[config.mk]
export PLATFORM = sky130hd
export DESIGN_NAME = alu_arbiter
export DESIGN_NICKNAME = d
export VERILOG_FILES = /design/src/rtl/alu_arbiter.sv
export SDC_FILE = /design/constraint.sdc
export NUM_CORES = 1
export LEC_CHECK = 0
export CAP_MARGIN = 15
export CORE_UTILIZATION = 30
export DETAILED_ROUTE_END_ITERATION = 16
export GPL_TIMING_DRIVEN = 0
export PLACE_DENSITY = 0.69
export SYNTH_ARGS = -nofsm -noshare
export SYNTH_HDL_FRONTEND = slang
export SYNTH_SLANG_ARGS = --single-unit
[constraint.sdc]
create_clock -name clk -period 1.67 [get_ports clk]
set_input_delay 0.2505 -clock clk [delete_from_list [all_inputs] [get_ports clk]]
set_output_delay 0.2505 -clock clk [all_outputs]
set_load 0.005 [all_outputs]
[src/rtl/alu_arbiter.sv]
// Round-robin arbiter sharing one ALU between two requesters. It registers
// the operands and select, holds them for the op latency, and returns the result.
module alu_arbiter #(
   parameter int WIDTH    = 32,
   parameter int SEL_W    = 4,
   parameter int MAX_SEL  = 9,
   parameter int SLOW_SEL = 8,
   parameter int SLOW_LAT = 3
) (
   input  logic             clk,
   input  logic             rst_n,
   input  logic             req0_valid,
   output logic             req0_ready,
   input  logic [SEL_W-1:0] req0_sel,
   input  logic [WIDTH-1:0] req0_a,
   input  logic [WIDTH-1:0] req0_b,
   output logic             resp0_valid,
   input  logic             resp0_ready,
   output logic [WIDTH-1:0] resp0_result,
   output logic             resp0_err,
   input  logic             req1_valid,
   output logic             req1_ready,
   input  logic [SEL_W-1:0] req1_sel,
   input  logic [WIDTH-1:0] req1_a,
   input  logic [WIDTH-1:0] req1_b,
   output logic             resp1_valid,
   input  logic             resp1_ready,
   output logic [WIDTH-1:0] resp1_result,
   output logic             resp1_err,
   output logic [WIDTH-1:0] alu_a,
   output logic [WIDTH-1:0] alu_b,
   output logic [SEL_W-1:0] alu_sel,
   input  logic [WIDTH-1:0] alu_result,
   output logic             busy
);

   localparam int CNT_W = $clog2(SLOW_LAT);

   typedef enum logic [1:0] {IDLE, EXEC, RESP} state_t;

   state_t             state;
   logic [CNT_W-1:0]   cnt;
   logic               last_grant;
   logic               owner;
   logic               grant;
   logic               hs;
   logic [SEL_W-1:0]   hs_sel;
   logic [WIDTH-1:0]   hs_a;
   logic [WIDTH-1:0]   hs_b;
   logic [WIDTH-1:0]   result;
   logic               err;
   logic               resp_take;

   // Handshakes: a transfer happens on a rising edge where valid and ready are
   // both high. Request ready depends only on state and the request valids;
   // response valid is held, with stable data, until the requester's ready.
   always_comb begin
      grant = 1'b0;
      if (req0_valid && req1_valid)
         grant = ~last_grant;
      else
         grant = req1_valid;
   end

   assign req0_ready = (state == IDLE) && req0_valid && !grant;
   assign req1_ready = (state == IDLE) && req1_valid && grant;
   assign hs         = req0_ready || req1_ready;
   assign hs_sel     = grant ? req1_sel : req0_sel;
   assign hs_a       = grant ? req1_a   : req0_a;
   assign hs_b       = grant ? req1_b   : req0_b;
   assign resp_take  = owner ? resp1_ready : resp0_ready;

   assign resp0_result = result;
   assign resp1_result = result;
   assign resp0_err    = err;
   assign resp1_err    = err;
   assign busy         = (state != IDLE);

   always_ff @(posedge clk) begin
      if (!rst_n) begin
         state       <= IDLE;
         cnt         <= '0;
         last_grant  <= 1'b1;
         owner       <= 1'b0;
         alu_a       <= '0;
         alu_b       <= '0;
         alu_sel     <= '0;
         result      <= '0;
         err         <= 1'b0;
         resp0_valid <= 1'b0;
         resp1_valid <= 1'b0;
      end else begin
         case (state)
            IDLE: begin
               if (hs) begin
                  owner <= grant;
                  // Illegal selects never reach the mux, so the ALU inputs keep their old values.
                  if (hs_sel > SEL_W'(MAX_SEL)) begin
                     result      <= '0;
                     err         <= 1'b1;
                     resp0_valid <= !grant;
                     resp1_valid <= grant;
                     state       <= RESP;
                  end else begin
                     alu_a   <= hs_a;
                     alu_b   <= hs_b;
                     alu_sel <= hs_sel;
                     cnt     <= (hs_sel >= SEL_W'(SLOW_SEL)) ? CNT_W'(SLOW_LAT - 1) : '0;
                     state   <= EXEC;
                  end
               end
            end
            EXEC: begin
               if (cnt == '0) begin
                  result      <= alu_result;
                  err         <= 1'b0;
                  resp0_valid <= !owner;
                  resp1_valid <= owner;
                  state       <= RESP;
               end else begin
                  cnt <= cnt - 1'b1;
               end
            end
            RESP: begin
               if (resp_take) begin
                  resp0_valid <= 1'b0;
                  resp1_valid <= 1'b0;
                  last_grant  <= owner;
                  state       <= IDLE;
               end
            end
            default: state <= IDLE;
         endcase
      end
   end

endmodule
==> results_dict.tcl <==
set metrics [dict create \
    power.leakage_nw 3.786 \
    syn_to_final_growth_pct 104.6 \
    critPathCaptureType "flop" \
    ys_seq_elements 109 \
    fin_ws_ns -0.1609 \
    first_global_vias 5432 \
    viasPerCell 4.944 \
    firstDrtPassIters 5 \
    grt_start_max_net_pins 17 \
    antenna_found_initial 0 \
    post_drt_wl_per_cell_um 17.70 \
    grt_pass1_wl_um 29750 \
    peakVddDrop_mv 0.8404 \
    placeableCoreArea_um2 15430 \
    cts_max_level 3 \
    io_buffers 311 \
    fin_cells 1142 \
    hold_class "in -> reg" \
    drive_gt1_share_pct 25.35 \
    drtIter0Drc 181 \
    syn_nets 747 \
    route.detailed.drc 0 \
    numCtsBuffers 9 \
    die-area_um2 16530 \
    die_w_um 128.6 \
    syn_inst 568 \
    yosys_warnings 0 \
    dr_total_vias 5646 \
    hpwl_um 14140 \
    powerDensity_nw_per_um2 1184 \
    start_kind "flop" \
    n_antenna_cell 0 \
    max_freq_mhz 546.2 \
    hold_ws_ns 0.3051 \
    status "finished with violations" \
    ios 313 \
    syn_area_per_cell_um2 8.463 \
    seq_area_frac_synth_pct 45.39 \
    fin_skew_ns 0.008092 \
    cts_tree "built" \
    violations "setup timing" \
    drt-total-wl_um 20210 \
    finalSetupViolCount 103 \
    synth_cell_types 36 \
    gp_congestion 0.8252 \
    final_nets 1105 \
    placedCellCount 1090 \
    crit_arrival_ns 2.06 \
    clockBufferDepth 2 \
    slew_headroom_pct 53.49 \
    root_buffer "clkbuf_16" \
    insertion_delay_ns 0.35 \
    cp.required_ns 1.90 \
    grt_usage_pct 23.21 \
    clkSinkCount 109 \
    hold_viol_final 0 \
    path_max_fanout 8 \
    drv_cap 0 \
    die_h_um 128.6 \
    slew_violations 0 \
    start_util_pct 31.16 \
    ant_nets 0 \
    rows 45 \
    netlist_area_um2 4807 \
    period_share_pct 109.6 \
    clk_pin_slew_ns 0.07 \
    crit_type "reg -> reg" \
    grt_setup_unrepaired "yes" \
    period_minus_slack_ns 1.831 \
    grt-ovfl-total 0 \
    worstMarginPinSlew_ns 0.6977 \
]
## final timing paths
check / startpoint / slack (ns) / cells after the start / end
max: last_grant / -0.16 / 8 / alu_b[27]
max reg2reg: last_grant / -0.16 / 8 / alu_b[27]
min reg2reg: alu_b[8] / 0.49 / 2 / alu_b[8]
min: rst_n / 0.31 / 2 / last_grant
## where the power goes
part	internal (mW)	switching [mW]	total [mW]
Clock	1.20	0.985	2.19
Sequential	3.15	0.429	3.58
Combinational	3.42	2.45	5.87
Total	7.78	3.86	11.6
## layout make-up
class / instances / area, µm²
Clock inverter: 4 / 47.55
Tap cell: 211 / 264.0
Multi-Input combinational cell: 368 / 2678
Buffer: 77 / 678.2
Inverter: 11 / 45.04
Fill cell: 1338 / 5592
Clock buffer: 12 / 246.5
Timing Repair Buffer: 350 / 3686
Sequential cell: 109 / 2191
## critical path, stage by stage, from the launching register on
cell       delay, ns
dfxtp_4         0.36
a21boi_4        0.19
buf_12          0.15
mux2i_4         0.08
nor2_4          0.27
buf_12          0.20
clkbuf_16       0.15
nor2_1          0.04
a311oi_1        0.26
## layer usage
layer | GRT usage (%) | vias to the layer above | share of wire, %
li1 | - | 2691 | -
met5 | 0 | - | 0
met4 | 8.720 | 0 | 2.7
met3 | 7.235 | 31 | 8.8
met2 | 40.67 | 251 | 49
met1 | 26.37 | 2673 | 39
## synthesized netlist by cell type
master / count / area, µm²
nand2_1: 138 / 518.0
dfxtp_1: 109 / 2182
nor2_1: 71 / 266.5
a311oi_1: 65 / 569.3
buf_4: 34 / 255.2
a22o_1: 32 / 280.3
clkbuf_1: 24 / 90.09
buf_2: 18 / 90.09
a21oi_1: 11 / 55.05
inv_1: 11 / 41.29
o21ai_0: 11 / 55.05
nand3_1: 7 / 35.03
ha_1: 5 / 62.56
buf_6: 4 / 45.04
a211oi_1: 2 / 15.01
a31oi_1: 2 / 12.51
mux2_2: 2 / 22.52
nor3_1: 2 / 10.01
o211a_1: 2 / 20.02
o211ai_1: 2 / 15.01
a21bo_2: 1 / 10.01
a21boi_1: 1 / 7.510
a222oi_1: 1 / 10.01
mux2_4: 1 / 15.01
mux2i_1: 1 / 10.01
mux2i_4: 1 / 22.52
nand2b_1: 1 / 6.260
nor2_4: 1 / 11.26
nor2b_1: 1 / 6.260
nor3b_4: 1 / 18.77
o2111ai_1: 1 / 8.760
o21ai_2: 1 / 8.760
o31ai_1: 1 / 7.510
o32ai_1: 1 / 8.760
o41ai_1: 1 / 8.760
or3_1: 1 / 6.260
## metrics by stage
| stage | utilization [%] | worst slack, ns | cell area (µm²) | total power, mW | setup TNS (ns) |
|---|---|---|---|---|---|
| floorplan | - | -0.02044 | 4840 | 5.325 | -0.6238 |
| global placement | 53.26 | -0.9702 | 8217 | 7.502 | -79.43 |
| detailed placement | 53.26 | -0.9974 | 8217 | 7.532 | -81.34 |
| CTS | 58.67 | -0.1332 | 9051 | 10.51 | -4.287 |
| global route | 63.76 | -0.2084 | 9836 | 12.25 | -13.68 |
| finish | 63.76 | -0.1609 | 9836 | 11.65 | -6.582 |
## cells in the final DEF (no fill, tap or decap), types with 2 or more instances in the layout
cell	instances
clkbuf_2	8
nor2_1	28
nor2_2	19
a311oi_2	33
clkinvlp_4	2
o211ai_1	2
o21ai_2	4
dfxtp_1	104
buf_2	4
nand2_1	138
o21ai_0	6
a31oi_1	2
buf_12	6
inv_1	7
clkbuf_1	11
dfxtp_2	4
nor2_4	25
ha_4	3
clkdlybuf4s50_1	306
a311oi_1	32
mux2_2	2
a21oi_1	8
o211a_1	2
buf_4	49
buf_16	2
clkbuf_4	2
a21oi_2	2
nand3_1	6
dlygate4sd2_1	2
a22o_1	32
buf_8	11
inv_2	3
clkbuf_16	20
buf_6	17
clkinv_2	2
## cell families after synthesis
| family | synth area share, % |
|---|---|
| AOI/OAI and AO/OA | 22.72 |
| muxes | 1.457 |
| DFF | 45.39 |
| and+or+nand+nor | 18.27 |
| adders and majority gates | 1.301 |
| buffers and inverters | 10.85 |
## repair_timing
item,CTS,global route
endpoints found under the setup margin,109,111
hold endpoints to repair,0,0
resized for setup,103,137
setup buffers,26,0
hold buffers,0,0
gates cloned,2,11
pin swaps,35,53
## flip-flops by register name (all words and copies together), names as in the netlist
signal,count
alu_a,32
alu_b,32
alu_sel,4
cnt,2
last_grant,1
owner,1
resp0_err,1
resp0_result,32
resp0_valid,1
resp1_valid,1
state,2
Note: power is estimated with default switching activity, not from simulation.
==> RTL edit: new RTL, same flow settings <==
Change the parameter `SEL_W` from 4 to 5.
--- a/src/rtl/alu_arbiter.sv
+++ b/src/rtl/alu_arbiter.sv
@@ -4,3 +4,3 @@
    parameter int WIDTH    = 32,
-   parameter int SEL_W    = 4,
+   parameter int SEL_W    = 5,
    parameter int MAX_SEL  = 9,
Interface: changed (resized alu_sel, req0_sel and req1_sel); port bits go from 313 to 316. No check against the original RTL was run, so the function may have changed too.
==> RTL edit against the original RTL <==
  * The flow still finishes with violations (negative setup slack)
  * Total power shrank 22%
  * Wire length grew 14%
  * Setup slack lost 0.052 ns
  * Utilization grew 2.7 points
  * Count of clock-buffer cells in the layout shrank 2
  * Global-route usage shrank 1.3 points
  * Worst hold slack gained 0.047 ns
  * Area after synthesis grew 13%
  * Critical path depth is the same
  * Sequential cell count grew 1
  * Die area grew 13%
  * Clock power grew 3%
  * Cell area grew 18%
  * Critical path type is now in2reg
  * Critical endpoint is now alu_a[20]
==> RTL edit: results (changes against the original RTL) <==
- Average wire per standard cell: 20.60 µm (+16%)
- Share of layout cells above drive strength 1: 32.74% (+7.4 points)
- Hold/Removal Path Class: in2reg
- Failing checks: negative setup slack
- Maximum fanout along the worst path: 6 (-2)
- Skew final: 0.01170 ns (+0.003610 ns)
- Post-synth cell types: 39 (+8.3%)
- H-tree levels: 3 (unchanged)
- Worst-skew pair later-pin latency: 0.36 ns
- CTS Root Cell: clkbuf_16
- Top cells by count, synth: dfxtp_1, mux2i_1, a2111oi_0, clkbuf_1, buf_4
- Leak: 4.265 nW (+13%)
- Final setup vio count: 104 (+0.97%)
- Relative slew slack: 18.11% (-35 points)
- Iter 0 DRT Violations: 229 (+27%)
- Post-synth ARST share: 0% (unchanged)
- Post-route ant nets: 0 (unchanged)
- Reg2Reg Depth: 8 (unchanged)
- Vias in the first global route: 5401 (-0.57%)
- GRT overflow: 0 (unchanged)
- Syn_area_per_cell: 10.46 µm² (+24%)
- Final #Nets: 1068 (-3.3%)
- First-pass GRT wire length: 30.89 mm (+3.8%)
- Critical Path AT: 2.13 ns (+0.07 ns)
- Total GRT Usage: 21.90% (-1.3 points)
- DR vias/cell: 5.290 (+7.0%)
- Outcome: complete, but fails checks
- Drt first pass iters: 6 (+1)
- Syn_nets: 699 (-6.4%)
- Reg2Reg Launch Point: last_grant
- Placed Area: 0.008927 mm² (+8.6%)
- Via count: 5914 (+4.7%)
- Worst Setup Slack, final: -0.2129 ns (-0.05204 ns)
- Slowest-stage cell, CP: clkdlybuf4s50_1
- IO Port Bufs: 313 (+0.64%)
- FF-to-FF setup slack: -0.20 ns (-0.04 ns)
- Delay-heaviest family, CP: buffers and inverters
- Crit path largest cell delay: 0.47 ns (+0.11 ns)
- Post-synthesis sequential area ratio: 40.64% (-4.8 points)
- Largest net degree at the start of global routing: 19 (+2)
- Filler cells: 1310 (-2.1%)
- Yosys warning total: 0 (unchanged)
- Top cells by area, synth: dfxtp_1, mux2i_1, a2111oi_0
- HPWL Detailed: 15.45 mm (+9.2%)
- Final GP Congestion: 0.7779 (-5.7%)
- Crit path to: alu_a[20]
- Peak supply drop: 0.0005206 V (-38%)
- CTS Buffer Depth: 2 (unchanged)
- Clock buffer count from CTS: 9 (unchanged)
- # placed instances: 1056 (-3.1%)
- Final TNS setup: -12.21 ns (-5.629 ns)
- Initial antenna violation count: 1 (+1)
- Setup crit start: req0_sel[2]
- Reg clk slew, reported paths: 0.07 ns (about the same)
RTL edit: cell count changes in the layout (fill, tap and decap cells not counted), moves of 22 or more:
cell / change
a2111oi_2: +27
a2111oi_4: +33
a311oi_1: -32
a311oi_2: -33
a31o_1: +34
mux2i_1: +43
nand2_1: -130
nor2_1: -24
nor2_4: -22
RTL edit: metal layers:
metal / vias up / track usage [%] / part of all wire, %
met5: - / 0 / 0
met4: 0 / 6.605 / 1.8
li1: 2791 / - / -
met2: 226 / 37.62 / 52
met1: 2874 / 26.04 / 40
met3: 23 / 6.525 / 7.0
RTL edit: worst register-to-register path: stages, from the launching register on:
cell	delay (ns)
dfxtp_4	0.38
a21bo_1	0.16
buf_12	0.15
and4_4	0.28
o22ai_4	0.11
buf_12	0.17
buf_8	0.14
clkbuf_16	0.15
a31o_1	0.21
RTL edit: kinds of logic after synthesis:
| kind of cell | after synthesis | share of synthesized area, % |
|---|---|---|
| flops | 110 | 40.64 |
| buf+inv | 105 | 10.09 |
| fa+ha+maj | 5 | 1.154 |
| mux | 71 | 13.11 |
| compound gates | 192 | 30.64 |
| simple gates | 35 | 4.364 |
RTL edit: worst min-delay path by stage:
stage	from	endpoint	slack, ns	depth (start not counted)
final	req0_valid	owner	0.35	4
after global routing	req0_valid	owner	0.39	4
after CTS	req0_valid	owner	0.34	4
after detailed placement	cnt[1]	cnt[1]	0.46	2
after global placement	cnt[1]	cnt[1]	0.45	2
after floorplan	alu_result[0]	resp0_result[0]	0.38	1
RTL edit: repair_timing:
action	in CTS	in global routing
setup buffers	13	19
setup endpoints to repair	112	113
resized for setup	144	258
cloned	2	15
pin swaps	10	56
RTL edit: per-stage QoR:
step	utilization, %	total power [mW]	setup slack (ns)
6_report	66.44	9.124	-0.2129
5_1_grt	66.42	9.507	-0.2277
4_1_cts	55.60	8.076	-0.1352
3_5_place_dp	51.08	5.499	-1.290
3_3_place_gp	51.08	5.480	-1.281
2_1_floorplan	-	4.218	-0.06871
RTL edit: report_power, final:
part | leakage (nW) | internal [mW] | switching, mW
combinational | 3.22 | 2.24 | 1.60
clock | 0.151 | 1.22 | 1.04
sequential | 0.896 | 2.86 | 0.164
total | 4.27 | 6.32 | 2.80
RTL edit: layout make-up:
type	instances	area (µm²)	share of cell area (%)
Multi-Input combinational cell	305	4006	34.50
Timing Repair Buffer	360	3904	33.62
Sequential cell	110	2213	19.06
Buffer	91	850.8	7.328
Tap cell	225	281.5	2.425
Clock buffer	10	239.0	2.058
Clock inverter	6	67.56	0.5819
Inverter	10	46.29	0.3987
Antenna cell	1	2.502	0.02155
